<file path="src/rtl/addsub_slice_sched.sv">
`default_nettype none
// ============================================================================
//  Module   : addsub_slice_sched
//  Purpose  : Shares one narrow add-with-carry-in slice adder between two
//             requesters. Each granted request is a WIDTH-bit add or
//             subtract (A + ~B + 1), carried out LSB-first one SLICE-bit
//             slice per cycle. The inter-slice carry is held in a register.
//
//  Ports    : CLK, RESETN          - clock (rising edge), async active-low reset
//             REQ_VALID/REQ_READY  - per-requester handshake (READY one-hot/0)
//             REQ_A, REQ_B         - packed operands, requester i at [i*WIDTH +: WIDTH]
//             REQ_SUB              - per-requester op select (1 = A-B)
//             RSP_VALID/RSP_READY  - result handshake
//             RSP_O, RSP_COUT      - result and final carry (sub: 1 = no borrow)
//             RSP_ID               - requester owning the result
//             RSP_OVF              - signed overflow (only with ADDSUB_SLICE_SCHED_OVF_EN)
//             ALU_I0, ALU_I1, ALU_CIN - slice operands / carry-in to shared adder
//             ALU_O, ALU_COUT      - slice sum / carry-out from shared adder
//
//  Options  : define ADDSUB_SLICE_SCHED_OVF_EN to add the RSP_OVF output.
//
//  Revision : 1.0 - initial release
// ============================================================================
module addsub_slice_sched #(
    parameter int WIDTH = 8,
    parameter int SLICE = 2
) (
    input  logic                 CLK,
    input  logic                 RESETN,
    input  logic [1:0]           REQ_VALID,
    output logic [1:0]           REQ_READY,
    input  logic [2*WIDTH-1:0]   REQ_A,
    input  logic [2*WIDTH-1:0]   REQ_B,
    input  logic [1:0]           REQ_SUB,
    output logic                 RSP_VALID,
    input  logic                 RSP_READY,
    output logic [WIDTH-1:0]     RSP_O,
    output logic                 RSP_COUT,
    output logic                 RSP_ID,
`ifdef ADDSUB_SLICE_SCHED_OVF_EN
    output logic                 RSP_OVF,
`endif
    output logic [SLICE-1:0]     ALU_I0,
    output logic [SLICE-1:0]     ALU_I1,
    output logic                 ALU_CIN,
    input  logic [SLICE-1:0]     ALU_O,
    input  logic                 ALU_COUT
);

    localparam int NSL = WIDTH / SLICE;
    localparam int KW  = (NSL > 1) ? $clog2(NSL) : 1;

    localparam logic [1:0] S_IDLE = 2'd0;
    localparam logic [1:0] S_RUN  = 2'd1;
    localparam logic [1:0] S_DONE = 2'd2;

    logic [1:0]        r_state;
    logic              r_last;
    logic [WIDTH-1:0]  r_a;
    logic [WIDTH-1:0]  r_b;
    logic              r_sub;
    logic              r_id;
    logic [KW-1:0]     r_k;
    logic [WIDTH-1:0]  r_res;
    logic              r_cy;
    logic [WIDTH-1:0]  r_rsp_o;
    logic              r_rsp_cout;
    logic              r_rsp_id;
`ifdef ADDSUB_SLICE_SCHED_OVF_EN
    logic              r_rsp_ovf;
`endif

    logic              w_grant_id;
    logic              w_accept;
    logic [WIDTH-1:0]  w_a_sel;
    logic [WIDTH-1:0]  w_b_sel;
    logic              w_sub_sel;
    logic [WIDTH-1:0]  w_res_next;
    logic              w_last_slice;

    // ------------------------------------------------------------------
    // Arbitration: single requester wins outright; on a tie the one that
    // was not served last wins. READY is forced low while reset is held so
    // the port reads as its reset value even with REQ_VALID asserted.
    // ------------------------------------------------------------------
    always_comb begin
        w_grant_id = 1'b0;
        case (REQ_VALID)
            2'b01:   w_grant_id = 1'b0;
            2'b10:   w_grant_id = 1'b1;
            2'b11:   w_grant_id = ~r_last;
            default: w_grant_id = 1'b0;
        endcase
        w_accept  = RESETN && (r_state == S_IDLE) && (|REQ_VALID);
        REQ_READY = 2'b00;
        if (w_accept) begin
            REQ_READY = w_grant_id ? 2'b10 : 2'b01;
        end
    end

    assign w_a_sel   = w_grant_id ? REQ_A[2*WIDTH-1:WIDTH] : REQ_A[WIDTH-1:0];
    assign w_b_sel   = w_grant_id ? REQ_B[2*WIDTH-1:WIDTH] : REQ_B[WIDTH-1:0];
    assign w_sub_sel = w_grant_id ? REQ_SUB[1] : REQ_SUB[0];

    assign w_last_slice = (r_k == KW'(NSL - 1));

    // ------------------------------------------------------------------
    // Shared slice drive: only active in RUN. The first slice takes the
    // subtract flag as carry-in, which supplies the +1 of A + ~B + 1.
    // ------------------------------------------------------------------
    always_comb begin
        ALU_I0  = '0;
        ALU_I1  = '0;
        ALU_CIN = 1'b0;
        if (r_state == S_RUN) begin
            ALU_I0  = r_a[r_k*SLICE +: SLICE];
            ALU_I1  = r_b[r_k*SLICE +: SLICE];
            ALU_CIN = (r_k == '0) ? r_sub : r_cy;
        end
    end

    // Working result with the current slice merged in; on the final slice
    // this is the complete result and is copied to the response register.
    always_comb begin
        w_res_next = r_res;
        if (r_state == S_RUN) begin
            w_res_next[r_k*SLICE +: SLICE] = ALU_O;
        end
    end

    always_ff @(posedge CLK or negedge RESETN) begin
        if (!RESETN) begin
            r_state    <= S_IDLE;
            r_last     <= 1'b1;
            r_a        <= '0;
            r_b        <= '0;
            r_sub      <= 1'b0;
            r_id       <= 1'b0;
            r_k        <= '0;
            r_res      <= '0;
            r_cy       <= 1'b0;
            r_rsp_o    <= '0;
            r_rsp_cout <= 1'b0;
            r_rsp_id   <= 1'b0;
`ifdef ADDSUB_SLICE_SCHED_OVF_EN
            r_rsp_ovf  <= 1'b0;
`endif
        end else begin
            case (r_state)
                S_IDLE: begin
                    if (w_accept) begin
                        r_a     <= w_a_sel;
                        r_b     <= w_sub_sel ? ~w_b_sel : w_b_sel;
                        r_sub   <= w_sub_sel;
                        r_id    <= w_grant_id;
                        r_k     <= '0;
                        r_state <= S_RUN;
                    end
                end
                S_RUN: begin
                    r_res <= w_res_next;
                    r_cy  <= ALU_COUT;
                    r_k   <= r_k + KW'(1);
                    if (w_last_slice) begin
                        // Response outputs only change here, so they hold
                        // across the handshake until the next completion.
                        r_rsp_o    <= w_res_next;
                        r_rsp_cout <= ALU_COUT;
                        r_rsp_id   <= r_id;
`ifdef ADDSUB_SLICE_SCHED_OVF_EN
                        r_rsp_ovf  <= (r_a[WIDTH-1] == r_b[WIDTH-1]) &&
                                      (w_res_next[WIDTH-1] != r_a[WIDTH-1]);
`endif
                        r_state    <= S_DONE;
                    end
                end
                S_DONE: begin
                    if (RSP_READY) begin
                        r_last  <= r_id;
                        r_state <= S_IDLE;
                    end
                end
                default: begin
                    r_state <= S_IDLE;
                end
            endcase
        end
    end

    assign RSP_VALID = (r_state == S_DONE);
    assign RSP_O     = r_rsp_o;
    assign RSP_COUT  = r_rsp_cout;
    assign RSP_ID    = r_rsp_id;
`ifdef ADDSUB_SLICE_SCHED_OVF_EN
    assign RSP_OVF   = r_rsp_ovf;
`endif

endmodule
`default_nettype wire
</file>
<file path="config.mk">
export PLATFORM = sky130hd
export DESIGN_NAME = addsub_slice_sched
export DESIGN_NICKNAME = d
export VERILOG_FILES = /design/src/rtl/addsub_slice_sched.sv
export SDC_FILE = /design/constraint.sdc
export NUM_CORES = 1
export LEC_CHECK = 0
export ABC_AREA = 0
export CAP_MARGIN = 5
export CORE_UTILIZATION = 25
export CTS_BUF_LIST = sky130_fd_sc_hd__clkbuf_16
export CTS_CLUSTER_SIZE = 30
export DETAILED_ROUTE_END_ITERATION = 8
export GPL_TIMING_DRIVEN = 0
export SLEW_MARGIN = 20
export SYNTH_ARGS = -nofsm -noshare
export SYNTH_HDL_FRONTEND = slang
export SYNTH_SLANG_ARGS = --single-unit
</file>
<file path="constraint.sdc">
create_clock -name CLK -period 2.5 [get_ports CLK]
set_clock_uncertainty 0.1 [all_clocks]
set_input_delay 0.5 -clock CLK [delete_from_list [all_inputs] [get_ports CLK]]
set_output_delay 0.5 -clock CLK [all_outputs]
set_load 0.03 [all_outputs]
</file>
== After elaboration in Yosys (flattened, before gate mapping) ==
Index checks and enable logic that the tools add are counted.

* Bits in registers: 42
* Input port bits: 42
* Output and inout bits: 18
* Word-level logic and storage cells: 57

* Add/sub/neg operators: 2
* Equal/unequal tests: 8
* Shift-type cells: 4
* Mux-type cells: 18
* Bitwise operators: 2
* Reductions and logical operators: 11

{| class="wikitable"
|+ Operators by type and width
! operator !! count
|-
| $neg 3->34 || 1
|-
| $shift 2x34->8 const A || 1
|-
| $shiftx 2x34->8 || 1
|-
| $mux 8 || 3
|-
| $mux 2 || 8
|-
| $shiftx 8x4->2 || 2
|-
| $bwmux 8 || 1
|-
| $eq 2x2->1 const B || 4
|-
| $not 8->8 || 1
|-
| $reduce_and 2->1 || 4
|-
| $pmux 2 s3 || 1
|-
| $logic_not 2->1 || 2
|-
| $ne 2x2->1 const B || 2
|-
| $pmux 2 s2 || 1
|-
| $mux 1 || 3
|-
| $reduce_and 3->1 || 1
|-
| $add 2x1->2 const B || 1
|-
| $eq 2x1->1 const B || 1
|-
| $logic_and 1x1->1 || 2
|-
| $ne 2x1->1 const B || 1
|-
| $pmux 1 s2 || 1
|-
| $reduce_bool 2->1 || 1
|-
| $reduce_or 2->1 || 1
|-
| $not 1->1 || 1
|}

== Depth between registers and ports, before layout ==
Gate-level depths: netlist of the first run.

* Depth in word-level cells: 5
* Gate-level depth with buffers: 6
* Depth with buffers taken out: 5

== Worst setup path before layout of the first run ==
Ideal clock, no wire load.

* Path kind: input-to-output
* Start point: in REQ_VALID[1]
* End point: out REQ_READY[0]
* Data arrival time: 1545 ps
* Data required time: 1900 ps
* Setup slack: 355 ps
* Cell stages on the path: 4
* Buffers on the path: 1
* Cell sequence: nor2_1 -> nor4b_4 -> buf_6 -> nor2b_1

* Cells in the longest elaborated chain, start to end: 4
* Elaborated cells on any way between the ends: 7
* Those cells by class: eq/ne: 2; mux: 3; reduce/logical: 2

{| class="wikitable"
|+ RTL lines
! item !! RTL line !! RTL
|-
| from (decl) || 30 || <nowiki>input logic [1:0] REQ_VALID,</nowiki>
|-
| $eq 2x2->1 || 88 || <nowiki>case (REQ_VALID)</nowiki>
|-
| $pmux 1 s2 || 88 ||
|-
| $mux 2 || 97 || <nowiki>REQ_READY = w_grant_id ? 2'b10 : 2'b01;</nowiki>
|-
| $mux 2 (*) || 96 || <nowiki>if (w_accept) begin</nowiki>
|-
| to (decl) || 31 || <nowiki>output logic [1:0] REQ_READY,</nowiki>
|}

Mark *: on every way between the ends. The rest lies on a longest branch, timed or not.

== Worst setup path after layout of the first run ==
Ends and elaborated chain as after synthesis.

==> results.toml, run 1 <==
[sta]
fin_crit_ps = 2410
fin_crit_sh = 0.964
hold_viol = 0
setup_violations = 0
fmax_mhz = 415
hold-worst-slack_ps = 52.2
relSlewSlack = 0.483
finalMaxSlewViolations = 0
rsz0062_at_grt = "no"
worstMarginPinSlew_ps = 774

[critical_path]
cpMaxStageDelayCell = "clkdlybuf4s50_1"
crit_fanout = 3
crit_buf_inv = 3
critPathLaunchType = "primary input"
ff2ff_setup_slack_ps = 390
cp_slowest_stage_delay_ps = 490
worstSetupPathType = "in2out"
r2r_start = "r_k[0]"
crit_family = "buffers and inverters"
worstSetupEndpointType = "primary output"
crit_required_ps = 1900
ff2ff_path_depth = 6
r2r-end = "r_res[2]"
critical_path_arrival_ps = 1810
path_cells = "clkdlybuf4s50_1 -> nor2_1 -> nor4b_4 -> buf_6 -> nor2b_1 -> buf_2"

[global_routing]
overflow = 0
grt.total_usage = 0.126
grt_max_degree = 25
grt_pass1_vias = 1748
grt_pass1_wl_um = 8710
antenna_found_initial = 0

[clock_network]
clkTransAtPathRegs_ps = 60
cts_made_buffers = 5
clk_path_buf_depth = 2
clk_latency_ps = 280
cts.sinks = 40
root_buffer = "clkbuf_16"
htreeDepth = 2
cts_tree = "done"

[floorplanning]
core-area_sq_um = 8680
die_y_um = 96.5
placementRows = 34
ios = 60
dieArea_sq_um = 9320
initial_core_util = 0.257
die_x_um = 96.5

[routing]
first_pass_iters = 4
first_iter_violations = 50
wl_per_cell_um = 13.8
dr_total_vias = 1664
routed_via_density = 4.51
drtAntennaViolNets = 0
route.detailed.drc = 0
finalWirelength_um = 5080

[power_and_ir_drop]
irDropWorstVdd_uv = 421
p_clk_frac = 0.193
internal-power_mw = 2.33
power_mw = 3.68
comb_power_share = 0.491
p_seq_frac = 0.316
power.density_nw_per_um2 = 1160
leakage_nw = 1.32
swShare = 0.367
switchingPower_mw = 1.35

[synthesis]
syn_inst = 190
syn_area_sq_um = 2230
syn_avg_cell_area_sq_um = 11.8
synthDistinctLibCells = 33
synth-seq-cells = 40
syn_nets = 237
yosysSeqAreaShare = 0.449
yosysWarningCount = 0

[placed_design]
dp_hpwl_um = 3810
gp_congestion = 0.742
io_buffers = 57

[layout]
multi_input_area_sq_um = 1140
fillers = 863
layout.nets = 307
area_growth_pct = 42.1
n_antenna_cell = 0
drive_gt1_frac = 0.264
seq_area_sq_um = 1010

[run_status]
status = "finished clean"

[hold_path]
hold_path.class = "in2async"

[job]
drv_cap = 0
==> area by class of cell <==
type,count,share of cell area
Multi-Input combinational cell,135,0.361
Timing Repair Buffer,63,0.199
Inverter,5,0.00591
Clock buffer,5,0.0394
Buffer,10,0.0229
Sequential cell,40,0.317
Clock inverter,3,0.0122
Tap cell,108,0.0426
==> state kept, by name (all words and copies together) (netlist names) <==
name,flops
RSP_O,8
RSP_COUT,1
r_b,8
r_state,2
r_sub,1
r_last,1
r_a,8
r_id,1
r_cy,1
RSP_ID,1
r_k,2
r_res,6
==> stage by stage <==
stage / setup WS [ps] / instances / utilization / TNS (ps) / area [sq um]
after floorplan: 355 / 190 / - / 0 / 2230
after global placement: -2110 / 355 / 0.339 / -38390 / 2940
after detailed placement: -746 / 356 / 0.341 / -1930 / 2960
after CTS: 20.2 / 369 / 0.365 / 0 / 3170
after global routing: 7.77 / 369 / 0.366 / 0 / 3170
final: 90.7 / 369 / 0.366 / 0 / 3170
==> placed cells by master (no fill, tap or decap), types with 2 or more instances in the layout <==
master	instances
clkdlybuf4s50_1	49
dfrtp_1	36
mux2_2	28
nand2_1	20
xnor2_1	16
nor2_1	10
mux2i_1	9
buf_4	8
inv_1	6
buf_2	6
and2_1	6
a32o_1	6
clkbuf_16	5
clkdlybuf4s15_2	5
mux4_2	4
nand2b_1	4
nand4_1	4
ha_1	4
nor2b_1	3
dfrtp_2	3
buf_6	2
a32oi_1	2
a21oi_1	2
a31oi_1	2
o21ai_0	2
a221oi_1	2
==> cells by family (layout without fill, tap and decap cells) <==
family,count (synthesis),after routing,share of synthesized area
simple gates,54,54,0.132
mux,41,41,0.222
flops,40,40,0.449
compound gates,19,19,0.0672
xor+xnor,16,16,0.0627
buf+inv,15,86,0.0398
fa+ha+maj,5,5,0.0280
==> per-layer routing <==
layer  part of all wire  up-vias  global-route usage
li1                   -      814                   -
met1               0.45      808               0.159
met2               0.49       35               0.211
met3              0.053        7              0.0313
met4              0.010        0              0.0368
met5                  0        -                   0
==> worst reg2reg max path, cell delays in order (launching register included) <==
cell	delay [ps]
dfrtp_2	360
buf_4	180
inv_1	110
ha_1	340
nor3b_1	520
and3_1	270
a32o_1	170
==> power groups by stage <==
| stage | registers [mW] | logic (mW) | clock network, mW |
|---|---|---|---|
| 6_report | 1.16 | 1.80 | 0.710 |
| 5_1_grt | 1.21 | 1.98 | 0.758 |
| 4_1_cts | 1.17 | 1.82 | 0.726 |
| 3_5_place_dp | 1.19 | 1.79 | 0 |
| 3_3_place_gp | 1.18 | 1.77 | 0 |
| 2_1_floorplan | 1.28 | 1.07 | 0 |
==> synth_stat cells, drive strengths merged <==
library cell	count	share of area
a21boi	1	0.0034
a21oi	2	0.0045
a221oi	2	0.0078
a31oi	2	0.0056
a32o	6	0.027
a32oi	2	0.0078
and2	6	0.017
and3	1	0.0028
and3b	1	0.0039
and4bb	1	0.0056
buf	10	0.031
dfrtp	39	0.44
dfstp	1	0.012
ha	5	0.028
inv	5	0.0084
mux2	28	0.14
mux2i	9	0.040
mux4	4	0.040
nand2	20	0.034
nand2b	4	0.011
nand3b	1	0.0034
nand4	4	0.011
nor2	10	0.017
nor2b	3	0.0084
nor3b	1	0.0034
nor4b	2	0.015
o21ai	2	0.0045
o21bai	1	0.0034
o31ai	1	0.0034
xnor2	16	0.063
==> worst max path at each step <==
stage,slack (ps),cells past startpoint,endpoint,from
floorplan,360,4,REQ_READY[0],REQ_VALID[1]
global placement,-2110,5,REQ_READY[0],RESETN
detailed placement,-750,6,REQ_READY[0],RESETN
CTS,20,6,REQ_READY[0],REQ_VALID[1]
global route,8,6,ALU_CIN,r_k[0]
finish,90,6,REQ_READY[0],REQ_VALID[1]
==> timing repair <==
item,CTS,global route
endpoints found under the hold margin,17,0
hold buffers,1,0
gates resized for setup,28,3
setup buffers,4,0
pin swaps,1,1
endpoints found under the setup margin,7,7
Note: power is estimated with default switching activity, not from simulation.
==> run 2, diff against run 1 <==
Settings changed: SETUP_SLACK_MARGIN from default to 0.02.
==> run 2 against run 1 <==
- cell count grew 0.27%
- die area is the same
- largest power group unchanged
- combinational power is essentially flat
- via count grew 0.60%
- clock-buffer cell count is the same
- core utilization is essentially flat
- global-route usage is the same
- clock power is essentially flat
- total power is essentially flat
==> results.toml, run 2 (synthesized netlist as in run 1, its figures left out) <==
[routing]
finalWirelength_um = 5110
routed_via_density = 4.52
detailroute.wirelength.met2_um = 2530
route.detailed.drc = 0
routed-wl-met3_um = 262
first_pass_iters = 4
wl_per_cell_um = 13.8
wl_met1_um = 2260
first_iter_violations = 47
dr_total_vias = 1674
maxUsedRoutingLayer = "met4"
drtAntennaViolNets = 0

[critical_path]
crit_required_ps = 1900
worstSetupPathType = "in2out"
critical_path_arrival_ps = 1820
critPathLaunchType = "primary input"
worstSetupEndpointType = "primary output"
crit_fanout = 3

[layout]
multi_input_area_sq_um = 1140
final_cell_area_sq_um = 3170
final_cell_mix = "clkdlybuf4s50_1 (49), dfrtp_1 (36), mux2_2 (28), nand2_1 (20), xnor2_1 (16)"
layout.nets = 308
final_common_cell = "clkdlybuf4s50_1"
drive_gt1_frac = 0.267
area_growth_pct = 42.1
n_antenna_cell = 0
layout.cells.non_filler = 370
fillers = 863
seq_area_sq_um = 1010

[placed_design]
post_dp_cell_area_sq_um = 2960
place_ws_ps = -746
dp.cells = 356
dp_hpwl_um = 3810
gp_congestion = 0.742
io_buffers = 57

[clock_network]
cts_made_buffers = 5
cts.sinks = 40
root_buffer = "clkbuf_16"
clk_path_buf_depth = 2
clkTransAtPathRegs_ps = 60
htreeDepth = 2
cts_tree = "done"
clk_latency_ps = 280

[job]
drv_cap = 0

[power_and_ir_drop]
leakage_nw = 1.33
irDropWorstVdd_uv = 421
power.density_nw_per_um2 = 1160
power_mw = 3.67

[global_routing]
grt_pass1_wl_um = 8710
grt_pass1_vias = 1748
overflow = 0
grt.total_usage = 0.126
antenna_found_initial = 0
grt_max_degree = 25

[sta]
hold_viol = 0
fin_crit_ps = 2420
finalWorstSetupSlack_ps = 84.8
fmax_mhz = 414
rsz0062_at_grt = "yes"
worstMarginPinSlew_ps = 776
relSlewSlack = 0.481
setup_violations = 0
finalMaxSlewViolations = 0
fin_crit_sh = 0.966

[hold_path]
hold_path.class = "in2async"

[floorplanning]
core-area_sq_um = 8680
initial_core_util = 0.257
placementRows = 34
dieArea_sq_um = 9320
ios = 60
die_y_um = 96.5
die_x_um = 96.5

[run_status]
status = "finished clean"
-- run 2: cell count changes in the layout (fill, tap and decap cells not counted), sizes merged --
cell / delta
clkdlybuf4s15: -1
buf: +2
-- run 2: power breakdown --
part / leakage (nW) / internal, mW / switching [mW] / total [mW]
logic: 0.755 / 0.891 / 0.910 / 1.80
clock network: 0.0850 / 0.465 / 0.244 / 0.709
registers: 0.486 / 0.970 / 0.192 / 1.16
-- run 2: area by class of cell --
class / count / share of cell area
Multi-Input combinational cell: 135 / 0.361
Sequential cell: 40 / 0.317
Timing Repair Buffer: 64 / 0.199
Tap cell: 108 / 0.0426
Clock buffer: 5 / 0.0394
Buffer: 10 / 0.0229
Clock inverter: 3 / 0.0122
Inverter: 5 / 0.00591
-- run 2: through the flow --
| step | setup TNS (ps) | util | hold WS, ps |
|---|---|---|---|
| floorplan | 0 | - | 104 |
| global placement | -38390 | 0.339 | 358 |
| detailed placement | -1930 | 0.341 | 366 |
| CTS | 0 | 0.365 | 53.0 |
| global route | 0 | 0.366 | 58.2 |
| finish | 0 | 0.366 | 53.5 |
-- run 2: final timing paths --
kind	from	endpoint	slack, ps	depth (start not counted)
setup / recovery	REQ_VALID[1]	REQ_READY[0]	80	6
hold / removal	RESETN	RSP_O[6]	50	2
setup reg to reg	r_k[0]	r_res[2]	390	6
hold reg to reg	RSP_COUT	RSP_COUT	370	2
max in group asynchronous	RESETN	r_a[7]	1050	2
min in group CLK	RSP_COUT	RSP_COUT	370	2
-- run 2: worst max-delay path, stage by stage --
cell and delay [ps]:
clkdlybuf4s50_1 490, nor2_1 80, nor4b_4 280, buf_6 150, nor2b_1 110, buf_2 200
-- run 2: timing repair --
action,in CTS,in global routing
hold buffers,1,0
pin swaps,1,1
endpoints found under the setup margin,7,7
endpoints found under the hold margin,17,0
buffers inserted,4,1
resized for setup,28,5
-- run 2: routing by layer --
metal	global-route usage	up-vias
met5	0	-
met4	0.0368	0
met3	0.0313	7
met2	0.211	34
met1	0.159	816
li1	-	817
==> run 3, diff against run 2 <==
Settings changed: SKIP_CTS_REPAIR_TIMING from default to 1.
==> run 3 against run 2 <==
- the run now ends with negative hold slack left
- design area shrank 0.91%
- critical path type is now reg2out
- combinational power is essentially flat
- largest cell class unchanged
- clock-buffer cell count is the same
- critical endpoint is now ALU_CIN
- worst setup slack gained 74 ps
- largest power group unchanged
==> results.toml, run 3 (synthesized netlist as in run 1, its figures left out) <==
[clock_network]
htreeDepth = 2
clk_path_buf_depth = 2
cts_tree = "done"
cts_made_buffers = 5
cts.sinks = 40
clkTransAtPathRegs_ps = 60
clk_latency_ps = 280
root_buffer = "clkbuf_16"

[layout]
fillers = 862
utilization = 0.362
final_cell_area_sq_um = 3150
final_cell_mix = "clkdlybuf4s50_1 (47), dfrtp_1 (38), mux2_2 (28), nand2_1 (20), xnor2_1 (16)"
multi_input_area_sq_um = 1140
n_antenna_cell = 0
drive_gt1_frac = 0.258
area_growth_pct = 40.8
layout.nets = 306
seq_area_sq_um = 1000
final_common_cell = "clkdlybuf4s50_1"
layout.cells.non_filler = 368

[run_status]
status = "finished with violations"
failed_checks = "negative hold slack"

[placed_design]
post_dp_cell_area_sq_um = 2960
io_buffers = 57
dp.cells = 356
dp_hpwl_um = 3810
gp_congestion = 0.742

[routing]
routed_via_density = 4.54
dr_total_vias = 1669
first_pass_iters = 4
first_iter_violations = 53
route.detailed.drc = 0
finalWirelength_um = 5020
drtAntennaViolNets = 0
wl_per_cell_um = 13.6

[power_and_ir_drop]
leakage_nw = 1.34
power_mw = 3.64
power.density_nw_per_um2 = 1160
irDropWorstVdd_uv = 390

[floorplanning]
placementRows = 34
die_y_um = 96.5
dieArea_sq_um = 9320
die_x_um = 96.5
ios = 60
initial_core_util = 0.257
core-area_sq_um = 8680

[critical_path]
ff2ff_path_depth = 5
worstSetupPathType = "reg2out"
critical_path_arrival_ps = 1740
cpMaxStageDelayCell = "dfrtp_1"
crit_fanout = 7
crit_required_ps = 1900
path_cells = "inv_1 -> ha_1 -> mux2i_1 -> nor2_1 -> clkbuf_4"
cp_slowest_stage_delay_ps = 550
critPathLaunchType = "register"
worstSetupEndpointType = "primary output"

[sta]
relSlewSlack = 0.609
hold-worst-slack_ps = -7.31
setup_violations = 0
rsz0062_at_grt = "no"
totalNegativeSetupSlack_ps = 0
fin_crit_ps = 2340
finalMaxSlewViolations = 0
fin_crit_sh = 0.936
worstMarginPinSlew_ps = 585
fmax_mhz = 427
hold_viol = 17

[global_routing]
grt.total_usage = 0.123
grt_pass1_wl_um = 8560
grt_max_degree = 25
grt_pass1_vias = 1720
overflow = 0
antenna_found_initial = 0

[job]
drv_cap = 0

[hold_path]
hold_path.class = "in2async"
[run 3: cell types whose count changed in the layout (fill, tap and decap cells not counted), moves of 2 or more]
cell and delta:
clkdlybuf4s15_2 -4, buf_2 -3, clkbuf_2 +4, dlymetal6s2s_1 +2
clkdlybuf4s50_1 -2, dfrtp_1 +2, dfrtp_2 -2
[run 3: final cells by class]
cell class,count,share of cell area
Clock buffer,5,0.0398
Multi-Input combinational cell,135,0.364
Tap cell,108,0.0430
Inverter,5,0.00597
Sequential cell,40,0.319
Clock inverter,3,0.0123
Buffer,10,0.0231
Timing Repair Buffer,62,0.193
[run 3: routing by layer]
layer / track usage / share of wire / up-vias
li1: - / - / 812
met1: 0.159 / 0.44 / 809
met2: 0.202 / 0.48 / 41
met3: 0.0313 / 0.063 / 7
met4: 0.0368 / 0.010 / 0
met5: 0 / 0 / -
[run 3: power by group]
| group | switching (mW) | leakage (nW) | total (mW) | internal [mW] |
|---|---|---|---|---|
| logic | 0.905 | 0.767 | 1.77 | 0.861 |
| clock network | 0.242 | 0.0850 | 0.707 | 0.465 |
| registers | 0.196 | 0.488 | 1.16 | 0.967 |
| total | 1.34 | 1.34 | 3.64 | 2.29 |
[run 3: stage by stage]
step | setup slack, ps | hold WS (ps)
2_1_floorplan | 355 | 104
3_3_place_gp | -2110 | 358
3_5_place_dp | -746 | 366
4_1_cts | -751 | 73.1
5_1_grt | 45.0 | 5.78
6_report | 159 | -7.31
[run 3: worst paths after layout]
kind	from	endpoint	slack, ps
setup / recovery	r_k[1]	ALU_CIN	160
hold / removal	RESETN	RSP_O[0]	-7
setup reg to reg	r_k[1]	r_res[2]	330
hold reg to reg	RSP_COUT	RSP_COUT	370
max in group asynchronous	RESETN	r_last	1840
min in group CLK	RSP_COUT	RSP_COUT	370
[run 3: worst max-delay path: cells and delay by family (launching register included)]
kind | cells | cell delay (ps)
flops | 1 | 550
buf+inv | 2 | 380
fa+ha+maj | 1 | 260
simple gates | 1 | 140
mux | 1 | 130
